===== src/rtl/vx_hw_itr_ret_unit_if.sv =====
// Execute hardware-interrupt interface: execute drives the return-handler address and
// the JAL overload request; the return unit answers with captured return PCs and allHit.
interface VX_execute_hw_itr_if #(
    parameter int XLEN = 32
) ();
    logic [XLEN-1:0] retHandlerAddress;
    logic            overload_JAL;
    logic [XLEN-1:0] SIMTSchedulerRetPC;
    logic [XLEN-1:0] SIMTSchedulerRetPCw0;
    logic            commitSIMTSchedulerRetPC;
    logic            commitSIMTSchedulerRetPCw0;
    logic            allHit;
    logic [XLEN-1:0] WspawnPCplus4;
    logic            writeWspawnPCplus4;

    modport master (
        output retHandlerAddress, overload_JAL,
        input  SIMTSchedulerRetPC, SIMTSchedulerRetPCw0, commitSIMTSchedulerRetPC,
               commitSIMTSchedulerRetPCw0, allHit, WspawnPCplus4, writeWspawnPCplus4
    );

    modport slave (
        input  retHandlerAddress, overload_JAL,
        output SIMTSchedulerRetPC, SIMTSchedulerRetPCw0, commitSIMTSchedulerRetPC,
               commitSIMTSchedulerRetPCw0, allHit, WspawnPCplus4, writeWspawnPCplus4
    );
endinterface


===== src/rtl/vx_hw_itr_ret_unit.sv =====
// Return unit for the execute hardware interrupt: captures redirected JAL return PCs,
// collects per-warp arrivals at the return handler and pulses allHit on full coverage.
module vx_hw_itr_ret_unit #(
    parameter int NUM_WARPS = 4,
    parameter int XLEN      = 32,
    localparam int NW_BITS  = (NUM_WARPS > 1) ? $clog2(NUM_WARPS) : 1
) (
    input  logic                 clk,
    input  logic                 reset_n,
    VX_execute_hw_itr_if.slave   hw_itr_if,
    input  logic                 jal_valid,
    input  logic [NW_BITS-1:0]   jal_wid,
    input  logic [XLEN-1:0]      jal_pc,
    input  logic                 wspawn_valid,
    input  logic [XLEN-1:0]      wspawn_pc,
    input  logic                 fetch_valid,
    input  logic [NW_BITS-1:0]   fetch_wid,
    input  logic [XLEN-1:0]      fetch_pc,
    input  logic [NUM_WARPS-1:0] active_warps
);
    typedef enum logic [1:0] {
        IDLE  = 2'd0,
        TRACK = 2'd1,
        DONE  = 2'd2
    } state_t;

    localparam logic [XLEN-1:0] PC_STEP = XLEN'(32'd4);

    state_t               state_r;
    state_t               state_s;
    logic [NUM_WARPS-1:0] hitMask_r;
    logic [NUM_WARPS-1:0] hitMask_s;
    logic [NUM_WARPS-1:0] newHit_s;
    logic                 covered_s;
    logic                 jalFire_s;
    logic                 jalFireW0_s;

    logic [XLEN-1:0]      retPc_r;
    logic [XLEN-1:0]      retPcW0_r;
    logic                 commit_r;
    logic                 commitW0_r;
    logic                 allHit_r;
    logic [XLEN-1:0]      wspawnPc_r;
    logic                 wspawnWrite_r;

    // Decode this cycle's return-handler fetch into a one-hot warp mask and test coverage.
    always_comb begin
        newHit_s = {NUM_WARPS{1'b0}};
        for (int i = 0; i < NUM_WARPS; i++) begin
            if (fetch_valid && (fetch_pc == hw_itr_if.retHandlerAddress)
                && (fetch_wid == NW_BITS'(i))) begin
                newHit_s[i] = 1'b1;
            end else begin
                newHit_s[i] = 1'b0;
            end
        end
        covered_s = (active_warps != {NUM_WARPS{1'b0}})
                    && ((active_warps & ~(hitMask_r | newHit_s)) == {NUM_WARPS{1'b0}});
    end

    // Next-state and hit-mask update; a falling overload_JAL outranks a completing hit.
    always_comb begin
        state_s   = state_r;
        hitMask_s = hitMask_r;
        case (state_r)
            IDLE: begin
                hitMask_s = {NUM_WARPS{1'b0}};
                if (hw_itr_if.overload_JAL) begin
                    state_s = TRACK;
                end else begin
                    state_s = IDLE;
                end
            end
            TRACK: begin
                if (!hw_itr_if.overload_JAL) begin
                    state_s   = IDLE;
                    hitMask_s = {NUM_WARPS{1'b0}};
                end else if (covered_s) begin
                    state_s   = DONE;
                    hitMask_s = hitMask_r | newHit_s;
                end else begin
                    state_s   = TRACK;
                    hitMask_s = hitMask_r | newHit_s;
                end
            end
            DONE: begin
                hitMask_s = {NUM_WARPS{1'b0}};
                if (hw_itr_if.overload_JAL) begin
                    state_s = TRACK;
                end else begin
                    state_s = IDLE;
                end
            end
            default: begin
                state_s   = IDLE;
                hitMask_s = {NUM_WARPS{1'b0}};
            end
        endcase
    end

    // JAL capture qualifiers.
    always_comb begin
        jalFire_s   = hw_itr_if.overload_JAL && jal_valid;
        jalFireW0_s = jalFire_s && (jal_wid == {NW_BITS{1'b0}});
    end

    // FSM state, hit mask and allHit pulse registers.
    always_ff @(posedge clk or negedge reset_n) begin
        if (!reset_n) begin
            state_r   <= IDLE;
            hitMask_r <= {NUM_WARPS{1'b0}};
            allHit_r  <= 1'b0;
        end else begin
            state_r   <= state_s;
            hitMask_r <= hitMask_s;
            allHit_r  <= (state_s == DONE);
        end
    end

    // Return-PC capture; data holds between commits while the strobes are single-cycle.
    always_ff @(posedge clk or negedge reset_n) begin
        if (!reset_n) begin
            retPc_r       <= {XLEN{1'b0}};
            retPcW0_r     <= {XLEN{1'b0}};
            commit_r      <= 1'b0;
            commitW0_r    <= 1'b0;
            wspawnPc_r    <= {XLEN{1'b0}};
            wspawnWrite_r <= 1'b0;
        end else begin
            commit_r      <= jalFire_s;
            commitW0_r    <= jalFireW0_s;
            wspawnWrite_r <= wspawn_valid;
            if (jalFire_s) begin
                retPc_r <= jal_pc + PC_STEP;
            end
            if (jalFireW0_s) begin
                retPcW0_r <= jal_pc + PC_STEP;
            end
            if (wspawn_valid) begin
                wspawnPc_r <= wspawn_pc + PC_STEP;
            end
        end
    end

    assign hw_itr_if.SIMTSchedulerRetPC         = retPc_r;
    assign hw_itr_if.SIMTSchedulerRetPCw0       = retPcW0_r;
    assign hw_itr_if.commitSIMTSchedulerRetPC   = commit_r;
    assign hw_itr_if.commitSIMTSchedulerRetPCw0 = commitW0_r;
    assign hw_itr_if.allHit                     = allHit_r;
    assign hw_itr_if.WspawnPCplus4              = wspawnPc_r;
    assign hw_itr_if.writeWspawnPCplus4         = wspawnWrite_r;
endmodule


===== src/flat_wrapper.sv =====
// flat-port wrapper written by rule: the top's interface ports become plain ports
module vx_hw_itr_ret_unit_flat 
#(
    parameter int NUM_WARPS = 4,
    parameter int XLEN      = 32,
    localparam int NW_BITS  = (NUM_WARPS > 1) ? $clog2(NUM_WARPS) : 1
)
  (clk, reset_n, jal_valid, jal_wid, jal_pc, wspawn_valid, wspawn_pc, fetch_valid, fetch_wid, fetch_pc, active_warps, hw_itr_if_retHandlerAddress, hw_itr_if_overload_JAL, hw_itr_if_SIMTSchedulerRetPC, hw_itr_if_SIMTSchedulerRetPCw0, hw_itr_if_commitSIMTSchedulerRetPC, hw_itr_if_commitSIMTSchedulerRetPCw0, hw_itr_if_allHit, hw_itr_if_WspawnPCplus4, hw_itr_if_writeWspawnPCplus4);
  VX_execute_hw_itr_if #(.XLEN(XLEN)) hw_itr_if_i ();
  input  logic clk;
  input  logic reset_n;
  input  logic jal_valid;
  input  logic [NW_BITS-1:0] jal_wid;
  input  logic [XLEN-1:0] jal_pc;
  input  logic wspawn_valid;
  input  logic [XLEN-1:0] wspawn_pc;
  input  logic fetch_valid;
  input  logic [NW_BITS-1:0] fetch_wid;
  input  logic [XLEN-1:0] fetch_pc;
  input  logic [NUM_WARPS-1:0] active_warps;
  input wire logic [$bits(hw_itr_if_i.retHandlerAddress)-1:0] hw_itr_if_retHandlerAddress;
  input wire logic [$bits(hw_itr_if_i.overload_JAL)-1:0] hw_itr_if_overload_JAL;
  output wire logic [$bits(hw_itr_if_i.SIMTSchedulerRetPC)-1:0] hw_itr_if_SIMTSchedulerRetPC;
  output wire logic [$bits(hw_itr_if_i.SIMTSchedulerRetPCw0)-1:0] hw_itr_if_SIMTSchedulerRetPCw0;
  output wire logic [$bits(hw_itr_if_i.commitSIMTSchedulerRetPC)-1:0] hw_itr_if_commitSIMTSchedulerRetPC;
  output wire logic [$bits(hw_itr_if_i.commitSIMTSchedulerRetPCw0)-1:0] hw_itr_if_commitSIMTSchedulerRetPCw0;
  output wire logic [$bits(hw_itr_if_i.allHit)-1:0] hw_itr_if_allHit;
  output wire logic [$bits(hw_itr_if_i.WspawnPCplus4)-1:0] hw_itr_if_WspawnPCplus4;
  output wire logic [$bits(hw_itr_if_i.writeWspawnPCplus4)-1:0] hw_itr_if_writeWspawnPCplus4;
  assign hw_itr_if_i.retHandlerAddress = hw_itr_if_retHandlerAddress;
  assign hw_itr_if_i.overload_JAL = hw_itr_if_overload_JAL;
  assign hw_itr_if_SIMTSchedulerRetPC = hw_itr_if_i.SIMTSchedulerRetPC;
  assign hw_itr_if_SIMTSchedulerRetPCw0 = hw_itr_if_i.SIMTSchedulerRetPCw0;
  assign hw_itr_if_commitSIMTSchedulerRetPC = hw_itr_if_i.commitSIMTSchedulerRetPC;
  assign hw_itr_if_commitSIMTSchedulerRetPCw0 = hw_itr_if_i.commitSIMTSchedulerRetPCw0;
  assign hw_itr_if_allHit = hw_itr_if_i.allHit;
  assign hw_itr_if_WspawnPCplus4 = hw_itr_if_i.WspawnPCplus4;
  assign hw_itr_if_writeWspawnPCplus4 = hw_itr_if_i.writeWspawnPCplus4;
  vx_hw_itr_ret_unit #(.NUM_WARPS(NUM_WARPS), .XLEN(XLEN)) u_core (.clk(clk), .reset_n(reset_n), .hw_itr_if(hw_itr_if_i), .jal_valid(jal_valid), .jal_wid(jal_wid), .jal_pc(jal_pc), .wspawn_valid(wspawn_valid), .wspawn_pc(wspawn_pc), .fetch_valid(fetch_valid), .fetch_wid(fetch_wid), .fetch_pc(fetch_pc), .active_warps(active_warps));
endmodule

===== config.mk =====
export PLATFORM = sky130hd
export DESIGN_NAME = vx_hw_itr_ret_unit_flat
export DESIGN_NICKNAME = d
export VERILOG_FILES = /design/src/rtl/vx_hw_itr_ret_unit_if.sv /design/src/rtl/vx_hw_itr_ret_unit.sv /design/src/flat_wrapper.sv
export SDC_FILE = /design/constraint.sdc
export NUM_CORES = 1
export LEC_CHECK = 0
export ABC_CLOCK_PERIOD_IN_PS = 1700
export CAP_MARGIN = 20
export CELL_PAD_IN_SITES_DETAIL_PLACEMENT = 1
export CELL_PAD_IN_SITES_GLOBAL_PLACEMENT = 2
export CORE_MARGIN = 2
export CORE_UTILIZATION = 37
export CTS_BUF_LIST = sky130_fd_sc_hd__clkbuf_8
export CTS_CLUSTER_DIAMETER = 30
export DETAILED_ROUTE_END_ITERATION = 10
export DONT_BUFFER_PORTS = 1
export PLACE_DENSITY = 0.9
export RECOVER_POWER = 50
export SYNTH_ARGS = -nofsm -noshare
export SYNTH_HDL_FRONTEND = slang
export SYNTH_SLANG_ARGS = --single-unit

===== constraint.sdc =====
create_clock -name clk -period 1.7 [get_ports clk]
set_input_delay 0.34 -clock clk [delete_from_list [all_inputs] [get_ports clk]]
set_output_delay 0.34 -clock clk [all_outputs]
set_load 0.1 [all_outputs]

## Yosys cells after proc, flatten, opt, wreduce, memory -nomap -nowiden

Index checks and enable logic that the tools add are counted.

- Equality and inequality tests: 7
- Reduce and logical (&&, ||, !) cells: 14
- Add/sub/neg operators: 2
- Bitwise logic cells: 3
- Multiplexer cells: 10

Operators with widths:

| cell | count |
|---|---|
| $add A32 B3 Y32 const B | 2 |
| $eq A32 B32 Y1 | 1 |
| $eq A2 B2 Y1 const B | 4 |
| $logic_and A1 B1 Y1 | 8 |
| $mux W4 | 2 |
| $logic_not A2 Y1 | 3 |
| $mux W1 | 5 |
| $and A4 B4 Y4 | 1 |
| $eq A2 B1 Y1 const B | 2 |
| $logic_not A4 Y1 | 1 |
| $mux W2 | 2 |
| $not A4 Y4 | 1 |
| $or A4 B4 Y4 | 1 |
| $pmux W2 S2 | 1 |
| $reduce_bool A4 Y1 | 1 |
| $reduce_or A2 Y1 | 1 |

- Output and inout bits: 100
- Bits in registers: 106
- Logic and storage cells: 45
- Bits of input ports: 142

## Logic depth before layout (Yosys ltp)

Gate-level depths: netlist of the first run.

- Word-level depth: 13
- Mapped depth: 7
- Mapped depth without buffers: 7

## Worst setup path after synthesis of the first run

OpenSTA, ideal clock, no wires.

- Path type: input port to flip-flop
- Start point: in jal_valid
- End point: reg u_core.retPcW0_r[10], in the netlist u_core.hw_itr_if.SIMTSchedulerRetPCw0[10]
- Stages on the path: 5
- Library setup time: 0.137 ns
- Required time: 1.563 ns
- Slack: -0.106 ns
- Path buffers: 2
- Arrival: 1.669 ns
- Cell sequence: nand2_1 -> nor3_1 -> clkbuf_1 -> buf_1 -> a21oi_1

- Cells in the longest elaborated chain, start to end: 2

Ends and longest elaborated chain:

| item | RTL line | RTL |
|---|---|---|
| start, declared | flat_wrapper.sv:12 | `input logic jal_valid;` |
| $logic_and A1 B1 Y1 | vx_hw_itr_ret_unit.sv:103 | `jalFire_s = hw_itr_if.overload_JAL && jal_valid;` |
| $logic_and A1 B1 Y1 | vx_hw_itr_ret_unit.sv:104 | `jalFireW0_s = jalFire_s && (jal_wid == {NW_BITS{1'b0}});` |
| end signal, assigned | vx_hw_itr_ret_unit.sv:124 | `retPcW0_r <= {XLEN{1'b0}};` |
| end signal, assigned | vx_hw_itr_ret_unit.sv:137 | `retPcW0_r <= jal_pc + PC_STEP;` |
| end, declared | vx_hw_itr_ret_unit.sv:39 | `logic [XLEN-1:0] retPcW0_r;` |

Every way passes these cells.
A chain may end at the register's enable or synchronous reset.

## Final worst setup path of the first run

- Start point: in jal_pc[5]
- End point: reg u_core.retPc_r[29], in the netlist u_core.hw_itr_if.SIMTSchedulerRetPC[29]

- Cells in the longest elaborated chain, start to end: 1

Ends and longest elaborated chain:

| item | RTL line | RTL |
|---|---|---|
| start, declared | flat_wrapper.sv:14 | `input logic [XLEN-1:0] jal_pc;` |
| $add A32 B3 Y32 | vx_hw_itr_ret_unit.sv:134 | `retPc_r <= jal_pc + PC_STEP;` |
| end signal, assigned | vx_hw_itr_ret_unit.sv:123 | `retPc_r <= {XLEN{1'b0}};` |
| end signal, assigned | vx_hw_itr_ret_unit.sv:134 |  |
| end, declared | vx_hw_itr_ret_unit.sv:38 | `logic [XLEN-1:0] retPc_r;` |

Every way passes these cells.

==> metrics, run 1 <==
Critical R2R Capture u_core.hw_itr_if.allHit$_DFF_PN0_; Synth top cells by count dfrtp_1 (106), nor2_1 (75), xnor2_1 (60); Final Wtd Congestion 0.870; Ys Warns 0; FFs w/ async S/R, synth 1.00; DRT met1 WL 6190 um; VDD IR max 756 uV; Synth Flop Type dfrtp_1; CTS tree yes; Final Net Count 810; final setup fails 0; Mapped Nets 691; Root Driver clkbuf_8; Port Buffers 0; clock share of power 0.178; initial antenna violation count 0; starting DRC count in detailed routing 212; CTS Buffer Depth 2; internal power 0.00416 W; setup slack, reg-to-reg 0.32 ns; Mapped Cells 547; Initial Util 0.378; full die area 15100 um2; sequential area share after synthesis 0.506; largest cells by area after synthesis dfrtp_1 (51%), xnor2_1 (10%), nor2_1 (5.4%), a21oi_1 (5.3%), xor2_1 (4.5%); routed vias 4445; die width 123 um; Slew @ Worst Pin 0.926 ns; Routed WL 15600 um; Logic pwr share 0.463; highest metal used met4; drt first pass iters 4; switching power 0.00407 W; first-pass GRT wire length 24400 um; Worst Path Buf+Inv 1; clk sink count 106; WP depth 7; failing checks hold timing; Crit path required time 1.95 ns; total core area 13900 um2; DRT antenna net count 0; worst hold path class input port to async pin; max cap viols 0; Slew Limit Fails 0; HPWL Detailed 12200 um; Worst EP arrival 1.80 ns; clk_lat worst skew 0.37 ns; pin count of the biggest net entering global routing 107; vias per cell 5.22; wire per inst 18.3 um; Top delay family on crit path simple AND/OR/NAND/NOR gates; status finished with violations; slowest CP cell or3_1; post-synth top area cell dfrtp_1; sequence of cells on the critical path nand4_1, or3_1, nor4_2, buf_4, nand4_1, xor2_1, o21ai_0; post_cts resized 0; met2 wire len 7330 um; gr usage total 0.207; Hold WS -0.355 ns; count leader, synth dfrtp_1; Synth Cell Area 5240 um2; period utilization 0.911; Period minus WS final 1.55 ns; Register-to-Register Path Depth 5; io pins 242; Antenna diodes 0; vias in the first global route 4907; area added between synthesis and finish 24.2%; CTS clk-pin slew, worst paths 0.10 ns; GRT overflow 0; routed wl met3 1700 um; layout cells sized above 1 0.235; TritonCTS buffer count 9; Flop pwr share 0.360; Die Span Y 123 um; Worst slew margin 0.379; Pleak 2.75 nW; H-tree Lvls 3; r2r startpoint u_core.hitMask_r[0]$_DFF_PN0_; Seq cells post-synth 106; Site Rows 43; post-CTS setup buffer count 0; critical path type input port to flip-flop; DRC errors left 0; CP endpoint kind flip-flop; hold_buf cts 1; unrepaired setup endpoints after global routing false; Pwr Total 0.00823 W; Unique masters post-synth 35; Post-Route Skew 0.00839 ns; Post-synth EDFFs 0; final hold vios 106; largest stage delay on the critical path 0.44 ns; FMAX 0.646 GHz; most used cell, CP nand4_1; share of the synthesized area in the top cell type 0.506; sw frac 0.495; Synth Area per Inst 9.58 um2; P per Cell Area 1260 nW/um2; startpoint types input port; crit-path max FO 5
==> layout by cell type, fill, tap and decap left out, types with 2 or more instances in the layout <==
cell type,n
a21oi_1,55
a41oi_1,3
and2_1,2
and3_1,8
and4_1,4
buf_4,106
clkbuf_1,3
clkbuf_2,16
clkbuf_8,11
clkinv_2,2
dfrtp_1,106
inv_1,11
mux2_2,9
mux2i_1,2
nand2_1,51
nand2b_1,3
nand3_1,24
nand4_1,20
nor2_1,75
nor2b_1,4
nor3_1,11
nor4_1,4
nor4_2,2
o2111ai_1,3
o21a_1,2
o21ai_0,29
or3_1,2
xnor2_1,60
xor2_1,27
==> registers in the layout, summed over array words and instances, names as in the netlist <==
| signal | cells |
|---|---|
| u_core.hw_itr_if.SIMTSchedulerRetPC | 32 |
| u_core.hw_itr_if.SIMTSchedulerRetPCw0 | 32 |
| u_core.hw_itr_if.WspawnPCplus4 | 32 |
| u_core.hitMask_r | 4 |
| u_core.state_r | 2 |
| u_core.hw_itr_if.allHit | 1 |
| u_core.hw_itr_if.commitSIMTSchedulerRetPC | 1 |
| u_core.hw_itr_if.commitSIMTSchedulerRetPCw0 | 1 |
| u_core.hw_itr_if.writeWspawnPCplus4 | 1 |
==> metal layers <==
metal	vias up	GRT usage
li1	2098	-
met1	2162	0.234
met2	156	0.341
met3	29	0.0918
met4	0	0.0845
met5	-	0
==> logic make-up (layout without fill, tap and decap cells) <==
kind of cell    after synthesis  in the layout  share of synthesized area
simple gates                217            217                      0.203
xor+xnor                     87             87                      0.145
flops                       106            106                      0.506
mux                          11             11                     0.0232
fa+ha+maj                     2              2                    0.00477
buf+inv                      30            154                     0.0217
compound gates               94             94                     0.0957
==> through the flow <==
step	area [um2]	setup WS, ns	util	setup TNS (ns)	cells
after detailed placement	6390	-0.195	0.461	-3.06	834
final	6510	0.152	0.469	0	851
after CTS	6590	0.219	0.474	0	851
after global placement	6390	-0.144	0.461	-1.46	834
after floorplan	5270	-0.0550	-	-0.104	547
after global routing	6510	0.0802	0.469	0	851
==> power by group through the flow <==
stage / Sequential (W) / Clock, W / Combinational, W
3_5_place_dp: 0.00301 / 0 / 0.00386
2_1_floorplan: 0.00557 / 0 / 0.000504
4_1_cts: 0.00296 / 0.00153 / 0.00386
6_report: 0.00296 / 0.00146 / 0.00381
3_3_place_gp: 0.00300 / 0 / 0.00380
5_1_grt: 0.00300 / 0.00164 / 0.00395
==> how the worst max path moves through the flow <==
| stage | start | endpoint | slack (ns) |
|---|---|---|---|
| floorplan | jal_pc[5] | u_core.hw_itr_if.SIMTSchedulerRetPC[31]$_DFFE_PN0P_ | -0.06 |
| global placement | jal_pc[5] | u_core.hw_itr_if.SIMTSchedulerRetPC[23]$_DFFE_PN0P_ | -0.14 |
| detailed placement | jal_pc[5] | u_core.hw_itr_if.SIMTSchedulerRetPC[29]$_DFFE_PN0P_ | -0.19 |
| CTS | jal_pc[5] | u_core.hw_itr_if.SIMTSchedulerRetPC[29]$_DFFE_PN0P_ | 0.22 |
| global route | jal_pc[5] | u_core.hw_itr_if.SIMTSchedulerRetPC[25]$_DFFE_PN0P_ | 0.08 |
| finish | jal_pc[5] | u_core.hw_itr_if.SIMTSchedulerRetPC[29]$_DFFE_PN0P_ | 0.15 |
==> cell type report <==
cell class              instances  area, um2
fillers                      1610       7370
clock buffers                  11        151
multi-input cells             411       2490
inverters                      10       37.5
repair buffers                128        925
clock inverters                 5       30.0
flip-flops and latches        106       2650
well taps                     180        225
Power figures use the tool's default switching activity.
==> run 2, diff against run 1 <==
- CORE_MARGIN: 2 -> unset
- SLEW_MARGIN: unset -> 5
==> metrics, run 2 (synthesized netlist as in run 1, its figures left out) <==
final setup fails 0 (unchanged); clk sink count 106 (unchanged); starting DRC count in detailed routing 180 (was 212); io pins 242 (unchanged); Layout Cells excl Fill 848 (was 851); Slew Limit Fails 0 (unchanged); Hold WS -0.359 ns (was -0.355 ns); Slew @ Worst Pin 1.14 ns (was 0.926 ns); Pleak 2.75 nW (about the same); initial antenna violation count 0 (unchanged); critical path type input port to flip-flop (unchanged); wire per inst 18.5 um (was 18.3 um); Post-DP Area 6390 um2 (about the same); DRC errors left 0 (unchanged); Period minus WS final 1.61 ns (was 1.55 ns); Crit path required time 1.95 ns (about the same); post-CTS setup buffer count 0 (unchanged); Final Net Count 808 (was 810); Antenna diodes 0 (unchanged); Worst slew margin 0.235 (was 0.379); die width 121 um (was 123 um); FMAX 0.623 GHz (was 0.646 GHz); GRT overflow 0 (unchanged); vias per cell 5.27 (was 5.22); routed vias 4466 (was 4445); P per Cell Area 1300 nW/um2 (was 1260 nW/um2); CTS tree yes (unchanged); area added between synthesis and finish 24.7% (was 24.2%); gr usage total 0.218 (was 0.207); H-tree Lvls 3 (unchanged); most common cell after layout, fill and taps aside dfrtp_1; Die Span Y 121 um (was 123 um); most frequent cells in the layout dfrtp_1 (106), buf_4 (105), nor2_1 (75) (was buf_4 (106), dfrtp_1 (106), nor2_1 (75)); Final Wtd Congestion 0.894 (was 0.870); Initial Util 0.379 (was 0.378); full die area 14600 um2 (was 15100 um2); Root Driver clkbuf_8 (unchanged); first-pass GRT wire length 24800 um (was 24400 um); hold_buf cts 1 (unchanged); unrepaired setup endpoints after global routing false (unchanged); startpoint types input port (unchanged); clk_lat worst skew 0.37 ns (about the same); TritonCTS buffer count 9 (unchanged); CTS Buffer Depth 2 (unchanged); crit-path max FO 4 (was 5); post_cts resized 0 (unchanged); CP endpoint kind flip-flop (unchanged); status finished with violations (unchanged); Layout Cell Area excl Fill 6540 um2 (was 6510 um2); VDD IR max 582 uV (was 756 uV); # fillers 1601 (was 1610); max cap viols 0 (unchanged); Port Buffers 0 (unchanged); Post-Route Skew 0.00532 ns (was 0.00839 ns); Routed WL 15700 um (was 15600 um); Worst EP arrival 1.86 ns (was 1.80 ns); final hold vios 106 (unchanged); placed cell count 832 (was 834); DRT antenna net count 0 (unchanged); failing checks hold timing (unchanged); vias in the first global route 4959 (was 4907); HPWL Detailed 12200 um (about the same); period utilization 0.945 (was 0.911); Site Rows 43 (unchanged); layout cells sized above 1 0.228 (was 0.235); drt first pass iters 4 (unchanged); pin count of the biggest net entering global routing 107 (unchanged); CTS clk-pin slew, worst paths 0.11 ns (was 0.10 ns); worst hold path class input port to async pin (unchanged); total core area 13800 um2 (was 13900 um2)
[run 2: critical path, cell delays in order]
cell     delay, ns
nand3_1       0.16
or3_1         0.44
nor4_2        0.35
buf_4         0.17
nand4_1       0.10
xor2_1        0.20
o21ai_0       0.10
[run 2: through the flow]
stage	hold WS (ns)	utilization	worst slack, ns	total power, W	setup TNS [ns]
after CTS	-0.384	0.478	0.119	0.00859	0
after floorplan	0.0444	-	-0.0550	0.00607	-0.104
after detailed placement	0.0472	0.462	-0.297	0.00687	-2.65
after global routing	-0.383	0.473	0.0265	0.00878	0
final	-0.359	0.473	0.0941	0.00847	0
after global placement	0.0469	0.462	-0.148	0.00678	-0.924
[run 2: where the power goes]
part | switching (W) | internal [W]
registers | 0.000116 | 0.00285
clock network | 0.000884 | 0.000815
logic | 0.00311 | 0.000697
[run 2: path summary, 6_finish.rpt]
path | from | end | slack, ns | cells after the start
max | jal_pc[9] | u_core.hw_itr_if.SIMTSchedulerRetPC[29]$_DFFE_PN0P_ | 0.09 | 7
min | reset_n | u_core.hw_itr_if.WspawnPCplus4[20]$_DFFE_PN0P_ | -0.36 | 0
max reg2reg | u_core.hitMask_r[0]$_DFF_PN0_ | u_core.hw_itr_if.allHit$_DFF_PN0_ | 0.38 | 5
min reg2reg | u_core.hw_itr_if.SIMTSchedulerRetPC[23]$_DFFE_PN0P_ | u_core.hw_itr_if.SIMTSchedulerRetPC[23]$_DFFE_PN0P_ | 0.50 | 2
max in group asynchronous | reset_n | u_core.hw_itr_if.SIMTSchedulerRetPC[9]$_DFFE_PN0P_ | 1.91 | 0
min in group clk | wspawn_valid | u_core.hw_itr_if.WspawnPCplus4[18]$_DFFE_PN0P_ | 0.04 | 1
[run 2: area by class of cell]
class,instances,area (um2),share of cell area
clock buffers,9,124,0.0190
clock inverters,6,83.8,0.0128
inverters,10,37.5,0.00574
multi-input cells,411,2490,0.380
flip-flops and latches,106,2650,0.406
well taps,180,225,0.0345
repair buffers,126,927,0.142
[run 2: metal layers]
layer,up-vias,global-route usage,part of all wire
met5,-,0,0
met2,160,0.375,0.49
met1,2184,0.246,0.39
met4,0,0.0802,0.020
met3,24,0.0780,0.093
li1,2098,-,-
==> run 3, diff against run 2 <==
- ABC_CLOCK_PERIOD_IN_PS: 1700 -> unset
==> results of run 3 <==
Same layout as run 2: the final DEF is identical, and so are final timing and power.
